## src/rtl/mlp_pkg.sv

```systemverilog
// Shared MLP definitions: default fixed-point format used by the
// dot-product engine, loaders and writer, plus the writer FSM states.
package mlp_pkg;

    localparam int DATA_WIDTH_DEF     = 27;
    localparam int FRACTION_WIDTH_DEF = 9;

    typedef enum logic [1:0] {
        ST_IDLE  = 2'd0,
        ST_WRITE = 2'd1,
        ST_DONE  = 2'd2
    } wr_state_e;

    // Width of a counter that indexes n entries (at least one bit).
    function automatic int cnt_width(input int n);
        return (n > 1) ? $clog2(n) : 1;
    endfunction

endpackage

```

## src/rtl/mlp_relu.sv

```systemverilog
// Combinational ReLU on one signed fixed-point word.
// Ports: en (clamp enable), din (signed word), dout (din, or 0 if negative).
module mlp_relu
    import mlp_pkg::*;
#(
    parameter int DATA_WIDTH = DATA_WIDTH_DEF
) (
    input  logic                  en,
    input  logic [DATA_WIDTH-1:0] din,
    output logic [DATA_WIDTH-1:0] dout
);

    // Sign bit alone decides; the most negative value also maps to 0.
    assign dout = (en && din[DATA_WIDTH-1]) ? '0 : din;

endmodule

```

## src/rtl/mlp_vec_writer.sv

```systemverilog
// Snapshots VEC_SIZE engine results (optional ReLU) and streams them
// into the next layer's vector RAM starting at wr_base.
// Ports: clk, rst (sync, active high), start, result_in (flattened
// words), wr_base, wr_ready -> wr_en, wr_addr, wr_data, busy, done.
module mlp_vec_writer
    import mlp_pkg::*;
#(
    parameter int DATA_WIDTH     = DATA_WIDTH_DEF,
    parameter int FRACTION_WIDTH = FRACTION_WIDTH_DEF,
    parameter int VEC_SIZE       = 10,
    parameter int ADDR_WIDTH     = 4,
    parameter bit RELU_EN        = 1'b1
) (
    input  logic                           clk,
    input  logic                           rst,
    input  logic                           start,
    input  logic [VEC_SIZE*DATA_WIDTH-1:0] result_in,
    input  logic [ADDR_WIDTH-1:0]          wr_base,
    input  logic                           wr_ready,
    output logic                           wr_en,
    output logic [ADDR_WIDTH-1:0]          wr_addr,
    output logic [DATA_WIDTH-1:0]          wr_data,
    output logic                           busy,
    output logic                           done
);

    localparam int CW = cnt_width(VEC_SIZE);
    localparam logic [CW-1:0] LAST = CW'(VEC_SIZE - 1);

    // Parameter sanity checks at elaboration.
    if (VEC_SIZE < 1) begin : g_chk_size
        $error("mlp_vec_writer: VEC_SIZE must be >= 1");
    end
    if ((1 << ADDR_WIDTH) < VEC_SIZE) begin : g_chk_addr
        $error("mlp_vec_writer: address space smaller than VEC_SIZE");
    end
    if (FRACTION_WIDTH >= DATA_WIDTH) begin : g_chk_frac
        $error("mlp_vec_writer: FRACTION_WIDTH must be < DATA_WIDTH");
    end

    wr_state_e             state;
    logic [CW-1:0]         cnt;
    logic [ADDR_WIDTH-1:0] base;
    logic [DATA_WIDTH-1:0] snap     [VEC_SIZE];
    logic [DATA_WIDTH-1:0] relu_out [VEC_SIZE];

    for (genvar k = 0; k < VEC_SIZE; k++) begin : g_relu
        mlp_relu #(
            .DATA_WIDTH(DATA_WIDTH)
        ) u_relu (
            .en  (RELU_EN),
            .din (result_in[k*DATA_WIDTH +: DATA_WIDTH]),
            .dout(relu_out[k])
        );
    end

    always_ff @(posedge clk) begin
        if (rst) begin
            state <= ST_IDLE;
            cnt   <= '0;
            base  <= '0;
            for (int k = 0; k < VEC_SIZE; k++) begin
                snap[k] <= '0;
            end
        end else begin
            unique case (state)
                ST_IDLE: begin
                    if (start) begin
                        for (int k = 0; k < VEC_SIZE; k++) begin
                            snap[k] <= relu_out[k];
                        end
                        base  <= wr_base;
                        cnt   <= '0;
                        state <= ST_WRITE;
                    end
                end
                ST_WRITE: begin
                    if (wr_ready) begin
                        if (cnt == LAST) begin
                            state <= ST_DONE;
                        end else begin
                            cnt <= cnt + CW'(1);
                        end
                    end
                end
                ST_DONE: begin
                    state <= ST_IDLE;
                end
                default: begin
                    state <= ST_IDLE;
                end
            endcase
        end
    end

    // Outputs decode from registered state only; wr_ready never
    // reaches the address or data path.
    assign wr_en   = (state == ST_WRITE);
    assign busy    = (state == ST_WRITE);
    assign done    = (state == ST_DONE);
    assign wr_addr = wr_en ? base + ADDR_WIDTH'(cnt) : '0;
    assign wr_data = wr_en ? snap[cnt] : '0;

endmodule

```

## config.mk

```make
export PLATFORM = sky130hd
export DESIGN_NAME = mlp_vec_writer
export DESIGN_NICKNAME = d
export VERILOG_FILES = /design/src/rtl/mlp_pkg.sv /design/src/rtl/mlp_relu.sv /design/src/rtl/mlp_vec_writer.sv
export SDC_FILE = /design/constraint.sdc
export NUM_CORES = 1
export LEC_CHECK = 0
export CAP_MARGIN = 20
export CORE_MARGIN = 3
export CORE_UTILIZATION = 35
export DETAILED_ROUTE_END_ITERATION = 6
export SYNTH_ARGS = -nofsm -noshare
export SYNTH_HDL_FRONTEND = slang
export SYNTH_SLANG_ARGS = --single-unit
```

## constraint.sdc

```tcl
create_clock -name clk -period 4.9 [get_ports clk]
set_input_delay 0.735 -clock clk [delete_from_list [all_inputs] [get_ports clk]]
set_output_delay 0.735 -clock clk [all_outputs]
set_load 0.02 [all_outputs]
```

# [After elaboration in Yosys (flattened, before gate mapping)]
# Memories as Yosys holds them, arrays and structs flattened. A register that Yosys moved wholly into a read port is not among the register bits.
# Cells that the tools add are included.
[totals] regBits=10 ramBits=260 input_bits=278 out_inout_bits=34 memories=1
[op_classes] add_sub_neg=2 eq_ne=7 muxes=38 bitwise=10 n_reduce_logical=5
[mem_list] name="snap" depth=10 word_bits=26 rd=1 rd_ports_with_merged_regs=1 wr=10 line_no="mlp_vec_writer.sv:44" text="logic [DATA_WIDTH-1:0] snap [VEC_SIZE];"
[op_table] operator="2-to-1 mux 26 bit" count=20
[op_table] operator="2-to-1 mux 27 bit" count=1
[op_table] operator="2-to-1 mux 4 bit" count=6
[op_table] operator="OR 1 bit" count=10
[op_table] operator="case mux 4 bit (2 select lines)" count=1
[op_table] operator="2-to-1 mux 1 bit" count=6
[op_table] operator="2-to-1 mux 2 bit" count=3
[op_table] operator="!= test 2 bit (second input constant)" count=3
[op_table] operator="adder 4 x 1 -> 4 bit (second input constant)" count=1
[op_table] operator="adder 4 bit" count=1
[op_table] operator="equality test 4 bit (second input constant)" count=1
[op_table] operator="case mux 2 bit (2 select lines)" count=1
[op_table] operator="AND reduction 4 bit" count=1
[op_table] operator="AND reduction 3 bit" count=1
[op_table] operator="equality test 2 x 1 -> 1 bit (second input constant)" count=1
[op_table] operator="equality test 2 bit (second input constant)" count=1
[op_table] operator="zero test 2 bit" count=1
[op_table] operator="!= test 2 x 1 -> 1 bit (second input constant)" count=1
[op_table] operator="AND reduction 2 bit" count=1
[op_table] operator="nonzero test 2 bit" count=1

# [Depth between registers and ports, before layout]
# Gate-level depths: netlist of the first run.
[logic_depth] depth_word=6 depth_mapped=7 mapped_depth_nobuf=6

# [Modules after synthesis]
# A second synthesis of the first run with hierarchy kept.
[hier_totals] hier_cells=1228 area_unflattened_um2=15341.0
[by_module_without_submodules] mod="mlp_vec_writer" n_inst=1 cells_each=918 area_per_inst_um2=12926.1
[by_module_without_submodules] mod="mlp_relu" n_inst=10 cells_each=31 area_per_inst_um2=241.5

# [Least setup slack after synthesis of the first run]
# Ideal clock, no wire load.
[synth_timing] path_kind="input to register" start="in start" end="mem snap[0][0] (netlist name) (enable)" setup_time_ps=513 t_arrival_ps=4369 t_required_ps=4387 path_slack_ps=18 stages=2 cell_sequence="nor3b_2 -> or2_2"
[synth_lines] item="from (decl)" line_no="mlp_vec_writer.sv:16" text="input logic start,"
[synth_lines] item="to (decl)" line_no="mlp_vec_writer.sv:44"

==> results, run 1 <==
- The flow ran to the end, and the final reports show no timing, DRC or antenna violations.
- The CTS tree is done.
- The worst-case vdd ir drop is 0.213 mV.
- After the first detailed-routing iteration, the DRC count stood at 335.
- The remaining max-slew budget at the tightest pin is 39.0%.
- Derived from the worst setup path, the maximum achievable clock frequency is 242 MHz.
- The post-synthesis net count is 1181.
- The yosys synthesis warning count is 0.
- After clock tree synthesis, the repair step resized 0 gates.
- The clock net in this run drives a total of 274 sinks.
- The largest net degree at the start of global routing is 101.
- At the pin with the least slew margin, the transition time is 0.914 ns.
- The post-detailed-route DRC marker count is 0.
- After synthesis, the share of flip-flops with an asynchronous set or reset is 0%.
- The fraction of final layout cells sized beyond drive strength 1 is 6.46%.
- After detailed routing, the total wire length is 36100 um.
- The first TritonRoute pass finished after 5 iterations.
- The later pin in the worst-skew pair is clocked with a latency of 0.50 ns.
- The root buffer cell is sky130_fd_sc_hd__clkbuf_16.
- The first global-routing pass estimated 52700 um of wire.
- STA classifies the critical path startpoint as a flop.
- The cell count after placement is 1622.
- From synthesis to final layout, the design area changed by 35.3%.
- The via count of the first global-routing pass is 8429.
- A synthesized cell averages 14.3 um2.
- The count of flip-flops with a built-in enable after synthesis is 260.
- Setup repair after global routing left no endpoint under its margin.
- The clock tree synthesis step divided the H-tree into 2 levels.
- The worst hold path belongs to the class reg -> reg.
- Summed over all cells, the static leakage comes to 6.25 nW.
- The final number of setup-violating endpoints is 0.
- Hold repair after CTS inserted 0 buffers.
- Summing every instance area after synthesis gives 12800 um2.
- The finished layout holds 1686 standard cells, fillers aside.
- The count of buffers added by post-CTS timing repair for setup is 0.
- The final period utilization is 84.4%.
- The share of the Yosys chip area taken by registers is 63.3%.
- The die is 197 um wide.
- After the last flow step, the layout net total stands at 1481.
- The routed length per placed instance is 21.4 um.
- The power per standard cell area is 337 nW/um2.
- The vias after detailed routing is 8093.
- The critical path class is reg -> out.
- The clock-pin slew on the worst setup and hold paths is 0.05 ns.
- The routed design could run at a clock period as short as 4.14 ns.
- At the end of routability-driven placement, the weighted congestion stood at 0.915.
- After synthesis, the netlist uses 36 different library cells.
- The total number of placement rows is 69.
- The library cell used most frequently in the layout, excluding fill and tap cells, is sky130_fd_sc_hd__clkdlybuf4s50_1.
- The post-route antenna net violation count is 0.
- The cell count after synthesis is 897.
- In the layout the commonest cells are sky130_fd_sc_hd__clkdlybuf4s50_1, sky130_fd_sc_hd__and2_1, sky130_fd_sc_hd__edfxtp_1.
- During placement, the flow inserted port buffers numbering 310.
- Synthesis inferred 274 register bits.
- The number of maximum-capacitance violations is 0.
- The floorplan step set the die height to 197 um.
- Pin placement for this block handled 312 I/O pins.
- The number of antenna violations at the first check in global routing is 2.
- Summed over all failing endpoints, the final setup total negative slack is 0 ns.
- TritonCTS created 34 clock buffers.
- The sort of element at the end of the critical path is a primary output.
- The area enclosed by the die boundary is 38900 um2.
- The count of final max-slew check failures is 0.
- The initial utilization of the core area, before any placement, comes to 35.7%.
- For this run, the leading register cell type out of synthesis is sky130_fd_sc_hd__edfxtp_1.
- After detailed routing, the number of vias per cell comes to 4.80.
- After global routing the overflow that remains totals 0.
- Once detailed placement completed, the half-perimeter wirelength came to 26000 um.
- The largest driver fanout on the critical path is 55.
- The maximum clock insertion buffer count is 3.
- For the worst setup path, the data arrival time is 3.40 ns.
- Global routing consumed, over all layers together, 18.1% of the routing resources.
- The number of hold violations in the final report came to 0.
- The worst clock skew on the final layout is 0.0139 ns.
- STA puts the critical path data required time at 4.16 ns.
- The placeable core region is 35800 um2.
state kept, by name, summed over array words and instances, names as in the netlist, named ones only:
register and cells:
state 2, cnt 4, base 4, snap 260
where the power goes:
group	switching (mW)	internal [mW]	leakage, nW
Combinational	0.276	0.315	2.77
Clock	0.943	1.52	0.546
Sequential	0.0437	2.72	2.93
routing by layer:
layer | routed length, um | up-vias | track usage [%]
met1 | 16200 | 3929 | 25.1
met4 | 860 | 0 | 5.20
met3 | 1880 | 51 | 3.27
li1 | - | 3882 | -
met2 | 17200 | 231 | 29.2
met5 | 0 | - | 0
final timing paths:
check / to / from / depth (start not counted) / slack, ns
worst max-delay path: wr_data[3] / flop / 6 / 0.76
worst min-delay path: base[2]$_SDFFE_PP0P_ / base[2]$_SDFFE_PP0P_ / 2 / 0.50
worst max register to register: snap[9][9]$_SDFFCE_PP0P_ / state[0]$_SDFFE_PP0P_ / 3 / 2.34
worst min register to register: base[2]$_SDFFE_PP0P_ / base[2]$_SDFFE_PP0P_ / 2 / 0.50
logic make-up after synthesis:
| logic type | after synthesis | synth area share, % |
|---|---|---|
| simple gates | 300 | 15.6 |
| flops | 274 | 63.3 |
| mux | 136 | 10.6 |
| compound gates | 113 | 6.02 |
| buf+inv | 64 | 3.57 |
| fa+ha+maj | 6 | 0.646 |
| xor+xnor | 3 | 0.206 |
| other cells | 1 | 0.0293 |
per-stage QoR:
| stage | utilization [%] | setup WS, ns | power (mW) | area (um2) | hold slack [ns] |
|---|---|---|---|---|---|
| finish | 48.3 | 0.763 | 5.82 | 17300 | 0.497 |
| global route | 48.3 | 0.579 | 6.03 | 17300 | 0.544 |
| CTS | 48.2 | 0.780 | 5.89 | 17300 | 0.501 |
| detailed placement | 45.2 | 1.31 | 3.41 | 16200 | 0.488 |
| global placement | 45.2 | 1.37 | 3.41 | 16200 | 0.481 |
| floorplan | - | 0.0176 | 3.05 | 12800 | 0.465 |
synth_stat cells (2+ instances only):
library cell,n,area [um2]
sky130_fd_sc_hd__and2_1,263,1650
sky130_fd_sc_hd__edfxtp_1,260,7810
sky130_fd_sc_hd__mux2i_1,136,1360
sky130_fd_sc_hd__a22oi_1,52,390
sky130_fd_sc_hd__a21oi_1,29,145
sky130_fd_sc_hd__a211oi_1,26,195
sky130_fd_sc_hd__buf_6,20,225
sky130_fd_sc_hd__clkbuf_1,15,56.3
sky130_fd_sc_hd__dfxtp_1,14,280
sky130_fd_sc_hd__buf_2,13,65.1
sky130_fd_sc_hd__nor2_1,12,45.0
sky130_fd_sc_hd__nor2_8,10,200
sky130_fd_sc_hd__buf_4,9,67.6
sky130_fd_sc_hd__ha_1,5,62.6
sky130_fd_sc_hd__inv_1,5,18.8
sky130_fd_sc_hd__nor2b_1,4,25.0
sky130_fd_sc_hd__xnor2_1,3,26.3
sky130_fd_sc_hd__a31oi_1,2,12.5
sky130_fd_sc_hd__o21ai_0,2,10.0
critical path, stage by stage, from the launching register on:
cell	delay, ns
sky130_fd_sc_hd__dfxtp_4	0.72
sky130_fd_sc_hd__buf_12	0.40
sky130_fd_sc_hd__mux2i_1	0.17
sky130_fd_sc_hd__a22oi_1	0.38
sky130_fd_sc_hd__a21oi_1	0.16
sky130_fd_sc_hd__a211oi_1	0.27
sky130_fd_sc_hd__clkdlybuf4s50_1	0.69
area by class of cell:
class | count | area (um2)
Clock buffer | 41 | 941
Sequential cell | 274 | 8090
Antenna cell | 3 | 7.51
Inverter | 5 | 18.8
Multi-Input combinational cell | 559 | 4250
Timing Repair Buffer | 323 | 3240
Tap cell | 461 | 577
Clock inverter | 20 | 166
Fill cell | 3163 | 18500
Power figures use the tool's default switching activity.
==> run 2, diff against run 1 <==
==> constraint.sdc (replaced) <==
create_clock -name clk -period 3.7 [get_ports clk]
set_input_delay 0.555 -clock clk [delete_from_list [all_inputs] [get_ports clk]]
set_output_delay 0.555 -clock clk [all_outputs]
set_load 0.02 [all_outputs]
==> run 2 against run 1 <==
Global-route usage increased by 0.21 points. Routed wire length increased by 2.1%. Worst hold slack improved by 0.014 ns. Critical path type unchanged.
==> results, run 2 (synthesized netlist as in run 1, its figures left out) <==
- The number of CTS-inserted buffers is 31 (-8.8%).
- The worst-case vdd ir drop came to 0.333 mV (+57%).
- In this design, the largest share of critical-path delay is due to buffers and inverters.
- Counting flops per register, the top entry is snap.
- The combined flip-flop and latch cell area is 8090 um2 (unchanged).
- The global-route wire length before repair is 53100 um (+0.75%).
- The highest-delay cell along the critical path is sky130_fd_sc_hd__clkdlybuf4s50_1.
- The top cell types in the final layout, fill and taps aside, are sky130_fd_sc_hd__clkdlybuf4s50_1, sky130_fd_sc_hd__and2_1, sky130_fd_sc_hd__edfxtp_1.
- The post-detailed-route DRC marker count is 0 (unchanged).
- The worst-skew pair later-pin latency was 0.55 ns (+0.05 ns).
- The final number of setup-violating endpoints was 0 (unchanged).
- The number of filler cells placed in the layout is 3160 (-0.095%).
- Subtracting the final worst setup slack from the clock period gives 3.56 ns.
- The largest driver fanout on the critical path is 41 (-25%).
- In the final layout, the registers with the most flip-flops are snap: 260 flops, base: 4 flops, cnt: 4 flops.
- STA classifies the critical path startpoint as a flop.
- The static power due to leakage was 6.28 nW (+0.46%).
- The starting density of the core came to 35.7% (unchanged).
- The final setup TNS is 0 ns (unchanged).
- The count of buffering cells on the critical path with inverters included came to 2 (unchanged).
- The largest net degree at the start of global routing is 82 (-19%).
- The area added between synthesis and finish is 35.7%.
- In this run the worst hold path is classified as reg -> reg.
- The clock-pin slew on the worst setup and hold paths came to 0.07 ns (+0.02 ns).
- After layout, the worst path uses 96.2% of the clock period.
- The placeable core region is 35800 um2 (unchanged).
- The cell sitting at the root of the clock tree is a sky130_fd_sc_hd__clkbuf_16.
- The CTS tree is done.
- The area enclosed by the die boundary is 38900 um2 (unchanged).
- The data arrival time of the critical path is 3.01 ns (-0.39 ns).
- The detailed-placement wirelength estimate came to 26500 um (+2.0%).
- The worst clock skew on the final layout is 0.0104 ns (-0.00348 ns).
- The vias after detailed routing is 8131 (+0.47%).
- The total number of H-tree levels is 1 (-1).
- Setup repair after global routing left no endpoint under its margin.
- The maximum clock insertion buffer count came to 3 (unchanged).
- The final worst hold slack came to 0.511 ns (+0.0141 ns).
- The initial DRC count is 519 (+55%).
- STA classifies the critical path endpoint as a primary output.
- The fmax is 281 MHz.
- The post-route antenna net violation count is 0 (unchanged).
- The number of antenna violations at the first check in global routing is 2 (unchanged).
- The actual transition at the worst max-transition pin was 0.708 ns (-0.207 ns).
- The area used by multi-input combinational logic was 4260 um2 (+0.15%).
- The total congestion overflow is 0 (unchanged).
- The count of final max-slew check failures was 0 (unchanged).
- The routed length per placed instance is 21.8 um (+1.8%).
- The signal on the critical path passes through buf_16 -> mux2i_1 -> a22oi_1 -> a21oi_1 -> a211oi_1 -> clkdlybuf4s50_1.
- The die boundary width is 197 um (unchanged).
- The number of hold violations in the final report is 0 (unchanged).
- The number of sinks handled by clock tree synthesis was 274 (unchanged).
- The boundary pin count came to 312 (unchanged).
- The height of the die is 197 um (unchanged).
- The run finished with clean final reports.
- The power per standard cell area is 430 nW/um2 (+28%).
- The ratio of routed vias to standard cells is 4.81 (+0.23%).
- The via count of the first global-routing pass came to 8432 (+0.036%).
- The flip-flop count of the largest register after layout is 260 (unchanged).
- The most common cell after layout, fill and taps aside is sky130_fd_sc_hd__clkdlybuf4s50_1.
- The net count of the finished layout is 1488 (+0.47%).
- The last weighted congestion value of the routability-driven placer is 0.861 (-6.0%).
- The count of TritonRoute iterations in the first routing pass is 5 (unchanged).
- The remaining max-slew budget at the tightest pin is 52.8% (+14 points).
- The wire length reported by the detailed router is 36800 um (+2.1%).
- The fraction of final layout cells sized beyond drive strength 1 is 7.33% (+0.87 points).
- The total routing usage reported by global routing is 18.3% (+0.21 points).
- The maximum single-stage delay on the critical path was 0.67 ns (-0.05 ns).
- The data required time of the worst path is 3.14 ns (-1.02 ns).
- The number of maximum-capacitance violations is 0 (unchanged).
- The number of input and output port buffers inserted is 310 (unchanged).
- By startpoint and endpoint, the worst setup path is classified as reg -> out.
- The total number of placement rows is 69 (unchanged).
[run 2: stage by stage]
stage	util (%)	area, um2	instances	power (mW)	setup slack [ns]
after floorplan	-	12800	897	4.03	0.303
after global placement	45.5	16300	1631	4.53	0.662
after detailed placement	45.5	16300	1631	4.54	0.634
after CTS	48.3	17300	1687	7.54	0.0259
after global routing	48.4	17300	1690	7.74	0.000851
final	48.4	17300	1690	7.47	0.139
[run 2: what timing repair did]
item | CTS | global route
gates resized for setup | 0 | 5
buffers inserted | 0 | 0
hold buffers | 0 | 0
setup endpoints to repair | 0 | 13
[run 2: path summary, 6_finish.rpt]
path / cells after the start / slack (ns) / startpoint / end
max: 6 / 0.14 / flop / wr_data[23]
min reg2reg: 2 / 0.51 / base[0]$_SDFFE_PP0P_ / base[0]$_SDFFE_PP0P_
min: 2 / 0.51 / base[0]$_SDFFE_PP0P_ / base[0]$_SDFFE_PP0P_
max reg2reg: 5 / 1.50 / state[0]$_SDFFE_PP0P_ / flop
[run 2: area by class of cell]
type	count	share of cell area, %
tap	461	3.33
antenna	2	0.0289
clock buffer	40	4.84
timing repair buffer	333	19.6
inverter	5	0.108
sequential	274	46.7
clock inverter	16	0.887
multi-input combinational	559	24.5
[run 2: worst register-to-register path: stages, from the launching register on]
cell and delay [ns]:
sky130_fd_sc_hd__dfxtp_1 0.38, sky130_fd_sc_hd__or2b_1 0.65, sky130_fd_sc_hd__inv_1 0.30, sky130_fd_sc_hd__a31oi_1 0.36, sky130_fd_sc_hd__o21ai_0 0.14, sky130_fd_sc_hd__a21oi_1 0.27
[run 2: where the power goes]
group / switching [mW] / leakage, nW / total [mW] / internal (mW)
sequential: 0.0635 / 2.93 / 3.67 / 3.61
clock: 1.21 / 0.493 / 3.00 / 1.79
combinational: 0.366 / 2.86 / 0.796 / 0.430
[run 2: metal layers]
metal  vias to the layer above  track usage, %  wire (um)
met5                         -               0          0
met3                        50            3.39       2030
li1                       3884               -          -
met4                         0            5.52       1030
met2                       260            28.7      17000
met1                      3937            25.9      16700
